File: src/rtl/demux_pkg.sv
// Shared definitions for the stream demultiplexer.
// Contents: slot state encoding, error-counter width and the select-width helper.
package demux_pkg;

  localparam int unsigned ERR_CNT_W = 8;

  // One-entry output slot occupancy
  typedef enum logic {
    SLOT_EMPTY = 1'b0,
    SLOT_FULL  = 1'b1
  } slot_state_e;

  // Select field width for a given channel count (at least one bit)
  function automatic int unsigned sel_width(input int unsigned n);
    return (n > 1) ? $clog2(n) : 1;
  endfunction

endpackage

File: src/rtl/demux_slot.sv
// One-entry registered output stage for a single demux channel.
// Ports:
//   clk, reset   - rising-edge clock, asynchronous active-high reset
//   load         - write load_data into the slot this cycle
//   load_data    - word to store
//   drain_ready  - consumer ready; a FULL slot empties when not refilled
//   valid        - slot holds a word
//   data         - stored word; held under backpressure and after draining
module demux_slot
  import demux_pkg::*;
#(
  parameter int unsigned WIDTH = 16
) (
  input  logic             clk,
  input  logic             reset,
  input  logic             load,
  input  logic [WIDTH-1:0] load_data,
  input  logic             drain_ready,
  output logic             valid,
  output logic [WIDTH-1:0] data
);

  slot_state_e      r_state;
  slot_state_e      w_state_nxt;
  logic [WIDTH-1:0] r_data;

  // State register
  always_ff @(posedge clk or posedge reset) begin
    if (reset) begin
      r_state <= SLOT_EMPTY;
    end else begin
      r_state <= w_state_nxt;
    end
  end

  // Data register: only loads overwrite, so the word survives draining
  always_ff @(posedge clk or posedge reset) begin
    if (reset) begin
      r_data <= '0;
    end else if (load) begin
      r_data <= load_data;
    end
  end

  // Next state; a load while FULL is a same-cycle drain-and-refill
  always_comb begin
    w_state_nxt = r_state;
    case (r_state)
      SLOT_EMPTY: if (load) w_state_nxt = SLOT_FULL;
      SLOT_FULL:  if (!load && drain_ready) w_state_nxt = SLOT_EMPTY;
      default:    w_state_nxt = SLOT_EMPTY;
    endcase
  end

  assign valid = (r_state == SLOT_FULL);
  assign data  = r_data;

endmodule

File: src/rtl/stream_demux.sv
// Registered valid/ready stream demultiplexer: routes each input word to the
// channel named by in_sel through a one-entry slot per channel.
// Ports:
//   clk, reset  - rising-edge clock, asynchronous active-high reset
//   in_data     - input word
//   in_sel      - destination channel, qualified by in_valid
//   in_valid    - input word present
//   in_ready    - input accepted this cycle (independent of in_valid)
//   out_data    - channel k at [k*WIDTH +: WIDTH]
//   out_valid   - per-channel valid
//   out_ready   - per-channel consumer ready
//   sel_err     - one-cycle pulse after accepting a word with in_sel >= NUM_CH
// Optional (macro STREAM_DEMUX_ERR_CNT_EN):
//   err_clr     - clear the error counter (wins over an increment)
//   err_cnt     - saturating count of sel_err pulses
module stream_demux
  import demux_pkg::*;
#(
  parameter  int unsigned WIDTH  = 16,
  parameter  int unsigned NUM_CH = 4,
  localparam int unsigned SEL_W  = sel_width(NUM_CH)
) (
  input  logic                    clk,
  input  logic                    reset,
  input  logic [WIDTH-1:0]        in_data,
  input  logic [SEL_W-1:0]        in_sel,
  input  logic                    in_valid,
  output logic                    in_ready,
  output logic [NUM_CH*WIDTH-1:0] out_data,
  output logic [NUM_CH-1:0]       out_valid,
  input  logic [NUM_CH-1:0]       out_ready,
`ifdef STREAM_DEMUX_ERR_CNT_EN
  input  logic                    err_clr,
  output logic [ERR_CNT_W-1:0]    err_cnt,
`endif
  output logic                    sel_err
);

  localparam int unsigned SEL_SPAN = 1 << SEL_W;

  logic                w_sel_ok;
  logic                w_accept;
  logic [SEL_SPAN-1:0] w_free;
  logic [NUM_CH-1:0]   w_load;
  logic [NUM_CH-1:0]   w_valid;
  logic                r_sel_err;

  assign w_sel_ok = (32'(in_sel) < NUM_CH);

  // Per-select readiness; codes beyond NUM_CH-1 are always free (dropped words)
  always_comb begin
    w_free = '1;
    for (int k = 0; k < NUM_CH; k++) begin
      w_free[k] = ~w_valid[k] | out_ready[k];
    end
  end

  assign in_ready = w_free[in_sel];
  assign w_accept = in_valid & in_ready;

  for (genvar k = 0; k < NUM_CH; k++) begin : g_ch
    assign w_load[k] = w_accept & (in_sel == SEL_W'(k));

    demux_slot #(
      .WIDTH(WIDTH)
    ) u_slot (
      .clk        (clk),
      .reset      (reset),
      .load       (w_load[k]),
      .load_data  (in_data),
      .drain_ready(out_ready[k]),
      .valid      (w_valid[k]),
      .data       (out_data[k*WIDTH +: WIDTH])
    );
  end

  assign out_valid = w_valid;

  // Flag an accepted out-of-range word for exactly one cycle
  always_ff @(posedge clk or posedge reset) begin
    if (reset) begin
      r_sel_err <= 1'b0;
    end else begin
      r_sel_err <= w_accept & ~w_sel_ok;
    end
  end

  assign sel_err = r_sel_err;

`ifdef STREAM_DEMUX_ERR_CNT_EN
  logic [ERR_CNT_W-1:0] r_err_cnt;

  // Saturating error counter; clear has priority
  always_ff @(posedge clk or posedge reset) begin
    if (reset) begin
      r_err_cnt <= '0;
    end else if (err_clr) begin
      r_err_cnt <= '0;
    end else if (r_sel_err && (r_err_cnt != '1)) begin
      r_err_cnt <= r_err_cnt + ERR_CNT_W'(1);
    end
  end

  assign err_cnt = r_err_cnt;
`endif

endmodule

File: config.mk
export PLATFORM = sky130hd
export DESIGN_NAME = stream_demux
export DESIGN_NICKNAME = d
export VERILOG_FILES = /design/src/rtl/demux_pkg.sv /design/src/rtl/demux_slot.sv /design/src/rtl/stream_demux.sv
export SDC_FILE = /design/constraint.sdc
export NUM_CORES = 1
export LEC_CHECK = 0
export ABC_AREA = 1
export CAP_MARGIN = 20
export CORE_ASPECT_RATIO = 1.75
export CORE_UTILIZATION = 43
export CTS_BUF_LIST = sky130_fd_sc_hd__clkbuf_8
export DETAILED_ROUTE_END_ITERATION = 10
export GPL_ROUTABILITY_DRIVEN = 0
export PLACE_DENSITY = 0.81
export SLEW_MARGIN = 20
export SYNTH_ARGS = -nofsm -noshare
export SYNTH_HDL_FRONTEND = slang
export SYNTH_SLANG_ARGS = --single-unit
File: constraint.sdc
create_clock -name clk -period 2.01 [get_ports clk]
set_clock_uncertainty 0.1 [all_clocks]
set_input_delay 0.3015 -clock clk [delete_from_list [all_inputs] [get_ports clk]]
set_output_delay 0.3015 -clock clk [all_outputs]
set_load 0.05 [all_outputs]
* Word level (Yosys, flattened, before mapping)
Cells that the tools add are included.
** Storage, ports and cells
- Word-level logic and storage cells :: 48
- ROM bits :: 0
- Bits in registers :: 68
- Output and inout bits :: 70
- Memories kept :: 0
- Bits in latches :: 0
- Bits of input ports :: 25
- Memory bits (writable) :: 0
** Operators by class
- Eq/ne operators :: 3
- $add $sub $neg :: 0
- Order comparisons :: 1
- Bitwise logic cells :: 13
- Reduce and logical (&&, ||, !) cells :: 9
- Multipliers :: 0
- Mux-type cells :: 14
- Shift-type cells :: 0
- Divide/modulo/power cells :: 0
** Operators with widths (count)
- two-way mux 1 bit :: 9
- one-hot mux 1 bit (2 select lines) :: 4
- bitwise AND 1 bit :: 5
- == test 2 bit (second input constant) :: 2
- logical AND 1 bit :: 4
- logical NOT 1 bit :: 4
- inverter 1 bit :: 4
- bitwise OR 1 bit :: 4
- < comparator 2 x 3 -> 1 bit (second input constant) :: 1
- binary-select mux 1 bit (select 2 bit) :: 1
- == test 2 x 1 -> 1 bit (second input constant) :: 1
- logical NOT 2 bit :: 1

* Longest topological paths before layout
- Word-level depth :: 10
- Gate-level depth with buffers :: 9
- Mapped depth without buffers :: 8

* Hierarchy
A second synthesis with hierarchy kept.
** Second synthesis, totals
- Cell total of the unflattened synthesis :: 326
- Area total of the unflattened synthesis :: 2864.0 um^2
** By module, submodules not included
- demux_slot :: cells an instance 73, sequential area each 425.4 um^2, area each 679.4 um^2, times used 4
- stream_demux :: cells an instance 34, sequential area each 0.0 um^2, area each 146.4 um^2, times used 1

* Least setup slack after synthesis
Ideal clock, no wire load.
- Kind :: input to output
- From :: input port in_sel[0]
- To :: output port in_ready
- Cell stages on the path :: 5
- Required time :: 1.609 ns
- Path buffers :: 1
- Data arrival time :: 1.156 ns
- Setup slack :: 0.452 ns
- Cells stage by stage :: nor2_1 nand2_1 nand2_1 nor2_4 buf_2
** On the way
- Cells in the longest elaborated chain, start to end :: 2
** RTL lines
- start, declared :: line stream_demux.sv:26 : input logic [SEL_W-1:0] in_sel,
- binary-select mux 1 bit (select 2 bit) :: line stream_demux.sv:58 : assign in_ready = w_free[in_sel];
- two-way mux 1 bit (not written as such) :: line stream_demux.sv:58
- end, declared :: line stream_demux.sv:28 : output logic in_ready,
Every way passes these cells. The select of a mux whose other input is x is not followed.

* Worst setup path in the final report
- From :: register g_ch[1].u_slot.r_data[12]
- To :: output port out_data[28]
** RTL lines
- start, declared :: line demux_slot.sv:25 : logic [WIDTH-1:0] r_data;
- start signal, assigned :: line demux_slot.sv:41 : r_data <= load_data;
- end, declared :: line stream_demux.sv:29 : output logic [NUM_CH*WIDTH-1:0] out_data,
No word-level cell between the ends.

==> reports/qor.csv <==
metric;value;unit
# hold bufs at CTS;0;
Fin. Hold Viols;0;
Die ar.;0.00716;sq mm
I/O pin cnt;95;
H-tree depth;3;
Resize count post-CTS;0;
Synth Instances;320;
CP cell instances;clkdlybuf4s50_1;
Longest Clk Path Bufs;2;
die height;111;um
drt first-iter violations;138;
HP Class;in2async;
Seq pwr share;37.3;%
Critical-path top delay cell;clkdlybuf4s50_1;
Req. time, crit path;1610;ps
clock power share;21.9;%
Core ar.;0.00654;sq mm
Reg-to-Reg Start;g_ch[0].u_slot.valid$_DFF_PP0_;
most frequent cells in the layout;135 x nand2_1, 87 x clkdlybuf4s50_1, 68 x dfrtp_1;
met1 global-route usage;29.0;%
PwrDens;1140;mW/mm^2
final core occ;64.0;%
r2r endpoint;g_ch[0].u_slot.data[6]$_DFFE_PP0P_;
area grow syn2layout;42.8;%
first-pass GRT wire length;13.0;mm
switching share of power;41.1;%
Mapped Area;0.00293;sq mm
fin crit share;97.3;%
CP delay by family, top;buffers and inverters;
post-synthesis sequential area ratio;58.0;%
DRC viols;0;
Avg Synthesized Cell Area;9.16;sq um
Starting Density;44.8;%
Max Cap Viol;0;
IO buf count;93;
die width;64.4;um
Gate power share;40.8;%
RSZ-0062 raised after global routing;no;
r2r worst-path depth;10;
met2 Use GR;40.6;%
post-layout min period;1960;ps
largest net degree at the start of global routing;38;
Post-DP Area;0.00400;sq mm
fin. max-slew vios;0;
drt total wl;8.14;mm
met3 usage;6.48;%
Root Driver;clkbuf_8;
vias in the first global route;2551;
fill cell count;555;
critical path type;reg2out;
num rows;39;
Post-layout nets;438;
ANT nets after route;0;
initial antenna violation count;0;
R2R setup slack;440;ps
wire per inst;16.3;um
commonest non-fill, non-tap cell in the layout;nand2_1;
dpl ws;-11.4;ps
Leak;2.06;nW
ANT cells;0;
Clock transition at path regs;70;ps
status;finished clean;
CP max FO;2;
synthesized net count;345;
critical path's largest stage delay;820;ps
Setup crit start kind;register;
Post-DP HPWL;5.85;mm
GRT Max-Usage Layer;met2;
GRT Resource Usage Total;24.9;%
endpoints failing setup;0;
Max rail drop VDD;0.688;mV
layout cell share with drive strength beyond 1;10.8;%
Syn. warnings;0;
first-pass iteration count of the detailed router;4;
slew margin rel.;59.8;%
Netlist cell types;16;
post-route cell area;0.00419;sq mm
worst slew pin tran;603;ps
Fmax;511;MHz
WP data arrival;1550;ps
setup ws final;54.9;ps
Int Power;2.81;mW
Critical path buffers and inverters;1;
Post-CTS Setup Bufs;0;
CTS Buf Count;9;
insertion delay to the later sink of the worst-skew pair;350;ps
CTS tree;built;
Sink Count;68;
Via Count;2657;
Net Switching;1.97;mW
GR Overflow Total;0;
CP endpoint kind;primary output;
Hold WS;242;ps
vias per cell;5.32;
number of synthesized register bits;68;
through the flow:
| stage | setup TNS [ps] | power [mW] | cells |
|---|---|---|---|
| after CTS | 0 | 4.81 | 499 |
| after floorplan | 0 | 3.04 | 320 |
| after detailed placement | -13.1 | 3.76 | 484 |
| final | 0 | 4.78 | 499 |
| after global routing | 0 | 4.99 | 499 |
| after global placement | 0 | 3.73 | 484 |
synthesized netlist by cell type, drive strengths merged:
cell type  count  area share (%)
dfrtp         68              58
inv            8             1.0
nand2        135              17
buf           18             5.1
nand4         64              14
clkbuf        10             1.3
conb           1            0.13
nand3          4             1.4
nor2           8             1.5
o21ai          4            0.68
how the worst max path moves through the flow:
stage / startpoint / endpoint / slack [ps] / depth (start not counted)
3_3_place_gp: in_sel[1] / g_ch[3].u_slot.data[5]$_DFFE_PP0P_ / 20 / 10
2_1_floorplan: in_sel[0] / in_ready / 450 / 5
5_1_grt: in_sel[0] / in_ready / 6 / 7
4_1_cts: g_ch[1].u_slot.data[12]$_DFFE_PP0P_ / out_data[28] / 40 / 1
6_report: g_ch[1].u_slot.data[12]$_DFFE_PP0P_ / out_data[28] / 50 / 1
3_5_place_dp: in_sel[1] / g_ch[1].u_slot.valid$_DFF_PP0_ / -10 / 10
state kept, by name, indices dropped and copies added, names as in the netlist:
name               cells
g_ch.u_slot.data      64
g_ch.u_slot.valid      4
power by group through the flow:
stage | combinational (mW) | sequential (mW) | clock, mW
finish | 1.95 | 1.78 | 1.04
global route | 2.05 | 1.81 | 1.14
CTS | 1.97 | 1.78 | 1.06
detailed placement | 1.96 | 1.80 | 0
global placement | 1.94 | 1.79 | 0
floorplan | 0.370 | 2.67 | 0
area by class of cell:
cell class / count / area (sq um) / share of cell area (%)
Multi-Input combinational cell: 216 / 1010 / 24.2
Sequential cell: 68 / 1700 / 40.7
Timing Repair Buffer: 110 / 1150 / 27.4
Inverter: 8 / 33.8 / 0.807
Clock inverter: 2 / 8.76 / 0.209
Tap cell: 82 / 103 / 2.45
Clock buffer: 13 / 179 / 4.28
metal layers:
layer  vias to the layer above  share of wire, %
li1                       1256                 -
met1                      1281                38
met4                         0               3.8
met3                        17               5.5
met2                       103                53
met5                         -                 0
cells by family after synthesis:
group | Yosys count | share of synthesized area [%]
compound gates | 4 | 0.683
buf+inv | 36 | 7.38
flops | 68 | 58.0
other cells | 1 | 0.128
simple gates | 211 | 33.8
Power figures use the tool's default switching activity.
